## config.mk

```make
export PLATFORM = sky130hd
export DESIGN_NAME = soc_thermal_governor
export DESIGN_NICKNAME = d
export VERILOG_FILES = /design/src/rtl/soc_thermal_governor.sv
export SDC_FILE = /design/constraint.sdc
export NUM_CORES = 1
export LEC_CHECK = 0
export ABC_AREA = 0
export CORE_ASPECT_RATIO = 1.1
export CORE_UTILIZATION = 46
export CTS_CLUSTER_DIAMETER = 200
export DETAILED_ROUTE_END_ITERATION = 16
export GPL_TIMING_DRIVEN = 0
export PLACE_DENSITY = 0.82
export SYNTH_ARGS = -nofsm -noshare
export SYNTH_HDL_FRONTEND = slang
export SYNTH_SLANG_ARGS = --single-unit
```

## constraint.sdc

```tcl
create_clock -name clk_i -period 4.2 [get_ports clk_i]
set_input_delay 0.84 -clock clk_i [delete_from_list [all_inputs] [get_ports clk_i]]
set_output_delay 0.84 -clock clk_i [all_outputs]
set_load 0.02 [all_outputs]
```

## src/rtl/soc_thermal_governor.sv

```systemverilog
// Thermal governor: bus initiator that visits one core per poll period, reads its temperature,
// steps the PLL feedback divider toward the safe range and confirms the PLL has relocked.
module soc_thermal_governor #(
    parameter int unsigned      NUM_CORE          = 4,
    parameter int unsigned      XLEN              = 64,
    parameter int unsigned      FB_DIV_WIDTH      = 12,
    parameter int unsigned      TEMP_SENSOR_WIDTH = 10,
    parameter logic [XLEN-1:0]  CSR_BASE          = '0,
    parameter int unsigned      TEMP_OFF          = 'h100,
    parameter int unsigned      FBDIV_OFF         = 'h200,
    parameter int unsigned      LOCK_OFF          = 'h300,
    parameter int unsigned      TEMP_HI           = 800,
    parameter int unsigned      TEMP_LO           = 700,
    parameter int unsigned      FB_DIV_INIT       = 32,
    parameter int unsigned      FB_DIV_MIN        = 16,
    parameter int unsigned      FB_DIV_MAX        = 64,
    parameter int unsigned      FB_DIV_STEP       = 4,
    parameter int unsigned      POLL_CYCLES       = 1024,
    parameter int unsigned      LOCK_TRIES        = 16
) (
    input  logic                clk_i,
    input  logic                arst_ni,
    input  logic                en_i,
    output logic                req_valid_o,
    input  logic                req_ready_i,
    output logic [XLEN-1:0]     req_addr_o,
    output logic                req_we_o,
    output logic [XLEN-1:0]     req_wdata_o,
    input  logic                rsp_valid_i,
    input  logic [XLEN-1:0]     rsp_rdata_i,
    input  logic                rsp_err_i,
    output logic [NUM_CORE-1:0] throttle_vec_o,
    output logic                busy_o,
    output logic                err_o,
    output logic                lock_fail_o
);

    localparam int unsigned IDX_W = (NUM_CORE > 1) ? $clog2(NUM_CORE) : 1;
    localparam int unsigned TMR_W = (POLL_CYCLES > 1) ? $clog2(POLL_CYCLES) : 1;
    localparam int unsigned TRY_W = $clog2(LOCK_TRIES + 1);
    localparam int unsigned DW    = FB_DIV_WIDTH;
    localparam int unsigned TW    = TEMP_SENSOR_WIDTH;

    localparam logic [TMR_W-1:0] TMR_RELOAD = TMR_W'(POLL_CYCLES - 1);
    localparam logic [IDX_W-1:0] LAST_IDX   = IDX_W'(NUM_CORE - 1);
    localparam logic [TRY_W-1:0] TRY_MAX    = TRY_W'(LOCK_TRIES);
    localparam logic [TW-1:0]    T_HI       = TW'(TEMP_HI);
    localparam logic [TW-1:0]    T_LO       = TW'(TEMP_LO);
    localparam logic [DW-1:0]    DIV_INIT   = DW'(FB_DIV_INIT);
    localparam logic [DW-1:0]    DIV_MIN    = DW'(FB_DIV_MIN);
    localparam logic [DW-1:0]    DIV_MAX    = DW'(FB_DIV_MAX);
    localparam logic [DW-1:0]    DIV_STEP   = DW'(FB_DIV_STEP);
    // Saturation bounds precomputed so the divider step never wraps.
    localparam logic [DW-1:0]    DIV_FLOOR  = DW'(FB_DIV_MIN + FB_DIV_STEP);
    localparam logic [DW-1:0]    DIV_CEIL   = DW'(FB_DIV_MAX - FB_DIV_STEP);
    localparam logic [XLEN-1:0]  TEMP_BASE  = CSR_BASE + XLEN'(TEMP_OFF);
    localparam logic [XLEN-1:0]  DIV_BASE   = CSR_BASE + XLEN'(FBDIV_OFF);
    localparam logic [XLEN-1:0]  LOCK_ADDR  = CSR_BASE + XLEN'(LOCK_OFF);

    typedef enum logic [3:0] {
        IDLE, RD_TEMP, WAIT_TEMP, DECIDE, WR_DIV, WAIT_WR, RD_LOCK, WAIT_LOCK, NEXT
    } state_t;

    state_t            state_q, state_d;
    logic [TMR_W-1:0]  timer_q;
    logic [IDX_W-1:0]  idx_q;
    logic [TW-1:0]     temp_q;
    logic [TRY_W-1:0]  try_q;
    logic [TRY_W-1:0]  try_inc;
    logic [DW-1:0]     shadow_q [NUM_CORE];
    logic [DW-1:0]     div_cur;
    logic [DW-1:0]     div_new;
    logic [NUM_CORE-1:0] throttle_q;
    logic              err_q;
    logic              lock_fail_q;
    logic [XLEN-1:0]   core_off;
    logic              lock_ok;

    assign div_cur  = shadow_q[idx_q];
    assign try_inc  = try_q + 1'b1;
    assign core_off = XLEN'({idx_q, 3'b000});
    assign lock_ok  = rsp_rdata_i[idx_q];

    // Temperature and shadow are stable from DECIDE through WAIT_WR, so the new divider
    // is derived combinationally instead of being stored.
    always_comb begin
        div_new = div_cur;
        if (temp_q > T_HI) begin
            div_new = (div_cur >= DIV_FLOOR) ? div_cur - DIV_STEP : DIV_MIN;
        end else if (temp_q < T_LO) begin
            div_new = (div_cur <= DIV_CEIL) ? div_cur + DIV_STEP : DIV_MAX;
        end
    end

    // NOTE: sequential state uses non-blocking assignments so every register samples
    // pre-edge values regardless of statement order.
    always_ff @(posedge clk_i or negedge arst_ni) begin
        if (!arst_ni) begin
            state_q <= IDLE;
        end else begin
            state_q <= state_d;
        end
    end

    // NOTE: every combinational output gets a default first, so no path can infer a latch.
    always_comb begin
        state_d = state_q;
        unique case (state_q)
            IDLE:      if (en_i && timer_q == '0) state_d = RD_TEMP;
            RD_TEMP:   if (req_ready_i) state_d = WAIT_TEMP;
            WAIT_TEMP: if (rsp_valid_i) state_d = rsp_err_i ? NEXT : DECIDE;
            DECIDE:    state_d = (div_new == div_cur) ? NEXT : WR_DIV;
            WR_DIV:    if (req_ready_i) state_d = WAIT_WR;
            WAIT_WR:   if (rsp_valid_i) state_d = rsp_err_i ? NEXT : RD_LOCK;
            RD_LOCK:   if (req_ready_i) state_d = WAIT_LOCK;
            WAIT_LOCK: begin
                if (rsp_valid_i) begin
                    if (rsp_err_i || lock_ok) state_d = NEXT;
                    else if (try_inc < TRY_MAX) state_d = RD_LOCK;
                    else state_d = NEXT;
                end
            end
            NEXT:      state_d = IDLE;
            default:   state_d = IDLE;
        endcase
    end

    always_comb begin
        req_valid_o = 1'b0;
        req_addr_o  = '0;
        req_we_o    = 1'b0;
        req_wdata_o = '0;
        unique case (state_q)
            RD_TEMP: begin
                req_valid_o = 1'b1;
                req_addr_o  = TEMP_BASE + core_off;
            end
            WR_DIV: begin
                req_valid_o = 1'b1;
                req_addr_o  = DIV_BASE + core_off;
                req_we_o    = 1'b1;
                req_wdata_o = XLEN'(div_new);
            end
            RD_LOCK: begin
                req_valid_o = 1'b1;
                req_addr_o  = LOCK_ADDR;
            end
            default: ;
        endcase
    end

    // NOTE: the divider shadows are a handful of flops whose contents define the
    // power-on operating point, so they are reset rather than left as plain storage.
    always_ff @(posedge clk_i or negedge arst_ni) begin
        if (!arst_ni) begin
            timer_q     <= TMR_RELOAD;
            idx_q       <= '0;
            temp_q      <= '0;
            try_q       <= '0;
            throttle_q  <= '0;
            err_q       <= 1'b0;
            lock_fail_q <= 1'b0;
            for (int i = 0; i < NUM_CORE; i++) shadow_q[i] <= DIV_INIT;
        end else begin
            if (state_q == IDLE && en_i) begin
                timer_q <= (timer_q == '0) ? TMR_RELOAD : timer_q - 1'b1;
            end
            if (rsp_valid_i && rsp_err_i &&
                (state_q == WAIT_TEMP || state_q == WAIT_WR || state_q == WAIT_LOCK)) begin
                err_q <= 1'b1;
            end
            if (state_q == WAIT_TEMP && rsp_valid_i && !rsp_err_i) begin
                temp_q <= rsp_rdata_i[TW-1:0];
            end
            if (state_q == WAIT_WR && rsp_valid_i && !rsp_err_i) begin
                shadow_q[idx_q]   <= div_new;
                throttle_q[idx_q] <= (div_new < DIV_INIT);
                try_q             <= '0;
            end
            if (state_q == WAIT_LOCK && rsp_valid_i && !rsp_err_i && !lock_ok) begin
                try_q <= try_inc;
                if (try_inc >= TRY_MAX) lock_fail_q <= 1'b1;
            end
            if (state_q == NEXT) begin
                idx_q <= (idx_q == LAST_IDX) ? '0 : idx_q + 1'b1;
            end
        end
    end

    assign throttle_vec_o = throttle_q;
    assign busy_o         = (state_q != IDLE);
    assign err_o          = err_q;
    assign lock_fail_o    = lock_fail_q;

endmodule
```

==> metrics <==
outcome finished, final reports clean; DRC viols 0; reg2reg end throttle_vec_o[2]; worst slack at placement -0.537 ns; Leak 3.68 nW; Synth warnings 0; setup ws final 0.0510 ns; GR Overflow Total 0; post-layout minimum cycle time 4.15 ns; clk slew on worst S/H paths 0.06 ns; max cap viols 0; CP bufs+invs 4; Synth area leaders dfrtp_1 (32%), buf_4 (15%), mux2_2 (8.4%), dfstp_2 (6.5%), o21ai_0 (3.8%); Int Pwr 2.31 mW; data required time of the worst path 3.36 ns; DR pass1 iterations 5; final WL 13300 µm; Cell Area, Synth 5620 µm²; largest net degree at the start of global routing 48; Post-Synthesis Cells 570; die area 12700 µm²; crit path max-delay cell type mux4_2; Seq pwr share 0.289; vias in the first global route 4400; skew final 0.00755 ns; most frequent cell after synthesis buf_4; reg-to-reg startpoint idx_q[0]; Hold Crit Class input port to asynchronous set/reset pin; Setup crit start idx_q[0]; Worst Path Arrival 3.31 ns; final net count 843; Final setup viols 0; ys async rst share 1.00; Reg2Reg Depth 12; WP depth 11; CP max stage delay 0.56 ns; CTS Sinks 85; Setup Crit Path Kind register to output port; Period Utilization, post-route 0.988; Max Fclk 241 MHz; Layout Area Growth over Synthesis 29.9%; sequential area share after synthesis 0.382; Slew Limit Fails 0; clk_lat worst skew 0.34 ns; Buffers on Ports 40; Distinct cells, synth 61; n_diodes 0; total track usage 0.212; Net Sw Frac 0.413; RSZ-0062 raised after global routing yes; Power, Total 3.93 mW; initial drt markers 297; Starting Density 0.480; Hold WS 0.469 ns; CP delay by family, top simple AND/OR/NAND/NOR gates; Yosys reg bits 85; global-route wire length before repair 21200 µm; Post-synth top flop dfrtp_1; CP Cell Sequence buf_6 > buf_4 > mux4_2 > nor4_4 > nor3b_4 > buf_4 > a21oi_4 > a221oi_2 > a31oi_2 > nor3_2 > buf_4; clock network fraction of total power 0.184; crit path launch type register; HPWL after detailed placement 9270 µm; via count 4658; slew margin rel. 0.551; Post-Syn Area per Cell 9.85 µm²; Max H-tree Level 3; final core occ 0.624; final instance area 7300 µm²; reg2reg setup slack 0.41 ns; Die Span Y 118 µm; TritonCTS clock tree built; Die X 107 µm; routed length per instance 14.5 µm; DRT antenna net count 0; fraction of layout cells with a size suffix above 1 0.358; final hold violations 0; Least-Margin Pin Slew 0.674 ns; Worst path most repeated cell buf_4; # rows 41; Worst VDD drop 0.000410 V; routed vias/inst 5.07; Worst setup endpoint req_wdata_o[4]; Psw 1.62 mW; io pins 207; Comb power frac 0.527; top cells by count, synth buf_4 (113), dfrtp_1 (71), nand2_1 (50); Cell Pwr Density 539 nW/µm²; clock buffer count from CTS 9; Final GP Congestion 0.962; Max clock buf depth 2; Yosys top cell by area dfrtp_1; critical path peak fanout 6; Root Buffer Master clkbuf_16; initial antenna violation count 0; EDFF count, synth 0; Placed Area 6640 µm²; post-synth top area share 0.316; critical path capture point type output port; cts hold-fix bufs 0; area of the core 11700 µm²
power groups by stage:
stage / Sequential (mW) / Clock (mW) / Combinational, mW
2_1_floorplan: 1.13 / 0 / 1.24
3_3_place_gp: 1.13 / 0 / 1.67
3_5_place_dp: 1.15 / 0 / 1.69
4_1_cts: 1.14 / 0.730 / 1.91
5_1_grt: 1.16 / 0.764 / 2.22
6_report: 1.14 / 0.722 / 2.07
repair_timing:
action / in CTS / in global routing
endpoints found under the setup margin: 12 / 12
resized for setup: 52 / 25
pin swaps: 7 / 4
setup buffers: 22 / 9
worst reg2reg max path, delay by kind of cell, from the launching register on:
kind / cells / cell delay (ns)
buffers and inverters: 4 / 0.60
flip-flops: 1 / 0.37
multiplexers: 2 / 0.79
AO/OA/AOI/OAI: 2 / 0.47
AND/OR/NAND/NOR: 4 / 1.49
how the worst min path moves through the flow:
stage | slack, ns | cells after the start | end
2_1_floorplan | 0.44 | 2 | shadow_q[28]
3_3_place_gp | 0.45 | 2 | shadow_q[4]
3_5_place_dp | 0.46 | 2 | shadow_q[28]
4_1_cts | 0.48 | 1 | try_q[1]
5_1_grt | 0.49 | 1 | lock_fail_o
6_report | 0.47 | 1 | try_q[4]
kinds of logic (layout without fill, tap and decap cells):
family                     count (synthesis)  count (layout)  synth area share
AOI/OAI and AO/OA                        107             107             0.118
xor gates and xnor gates                   7               7            0.0109
adders and majority gates                  9               9            0.0200
buffers and inverters                    145             233             0.180
DFF                                       85              85             0.382
muxes                                     55              55             0.139
other                                      1             112          0.000668
and+or+nand+nor                          161             161             0.150
through the flow:
stage	instances	TNS [ns]
floorplan	681	0
global placement	871	-34.84
detailed placement	872	-4.30
CTS	910	0
global route	919	-0.0799
finish	919	0
cell usage in the layout (no fill, tap or decap), types with 5 or more instances in the layout:
| cell | synthesis | layout |
|---|---|---|
| nand2_1 | 50 | 50 |
| nor2_1 | 34 | 33 |
| clkdlybuf4s50_1 | 0 | 27 |
| clkbuf_2 | 0 | 7 |
| a21o_1 | 5 | 5 |
| and3_1 | 7 | 7 |
| clkbuf_16 | 0 | 9 |
| xor2_1 | 5 | 5 |
| a21oi_1 | 19 | 18 |
| o31ai_1 | 7 | 7 |
| nor3_1 | 14 | 11 |
| mux2_2 | 42 | 42 |
| mux4_2 | 8 | 9 |
| or3_1 | 6 | 6 |
| buf_4 | 113 | 144 |
| conb_1 | 1 | 112 |
| o21ai_0 | 43 | 42 |
| and2_1 | 11 | 9 |
| ha_1 | 9 | 8 |
| dfrtp_1 | 71 | 71 |
| dfstp_2 | 14 | 14 |
| inv_1 | 17 | 15 |
| nand3_1 | 11 | 10 |
| clkbuf_1 | 10 | 12 |
sequential cells by signal, indices dropped and copies added (netlist names):
name and count:
timer_q 10, temp_q 10, state_q 4, try_q 5, lock_fail_o 1, shadow_q 48
throttle_vec_o 4, err_o 1, idx_q 2
layout make-up:
cell class | count | area (µm²)
Multi-Input combinational cell | 451 | 3070
Sequential cell | 85 | 2140
Buffer | 128 | 948
Timing Repair Buffer | 72 | 617
Tap cell | 150 | 188
Fill cell | 959 | 4400
Clock buffer | 11 | 233
Clock inverter | 5 | 36.3
Inverter | 17 | 66.3
layer usage:
metal  up-vias  share of wire  track usage  wire, µm
met5         -              0            0         0
met1      2179           0.39        0.253      5240
met2       244           0.50        0.371      6720
met3        49          0.069       0.0343       921
li1       2186              -            -         -
met4         0          0.034       0.0942       449
No activity file was read; power rests on OpenSTA's default activity.
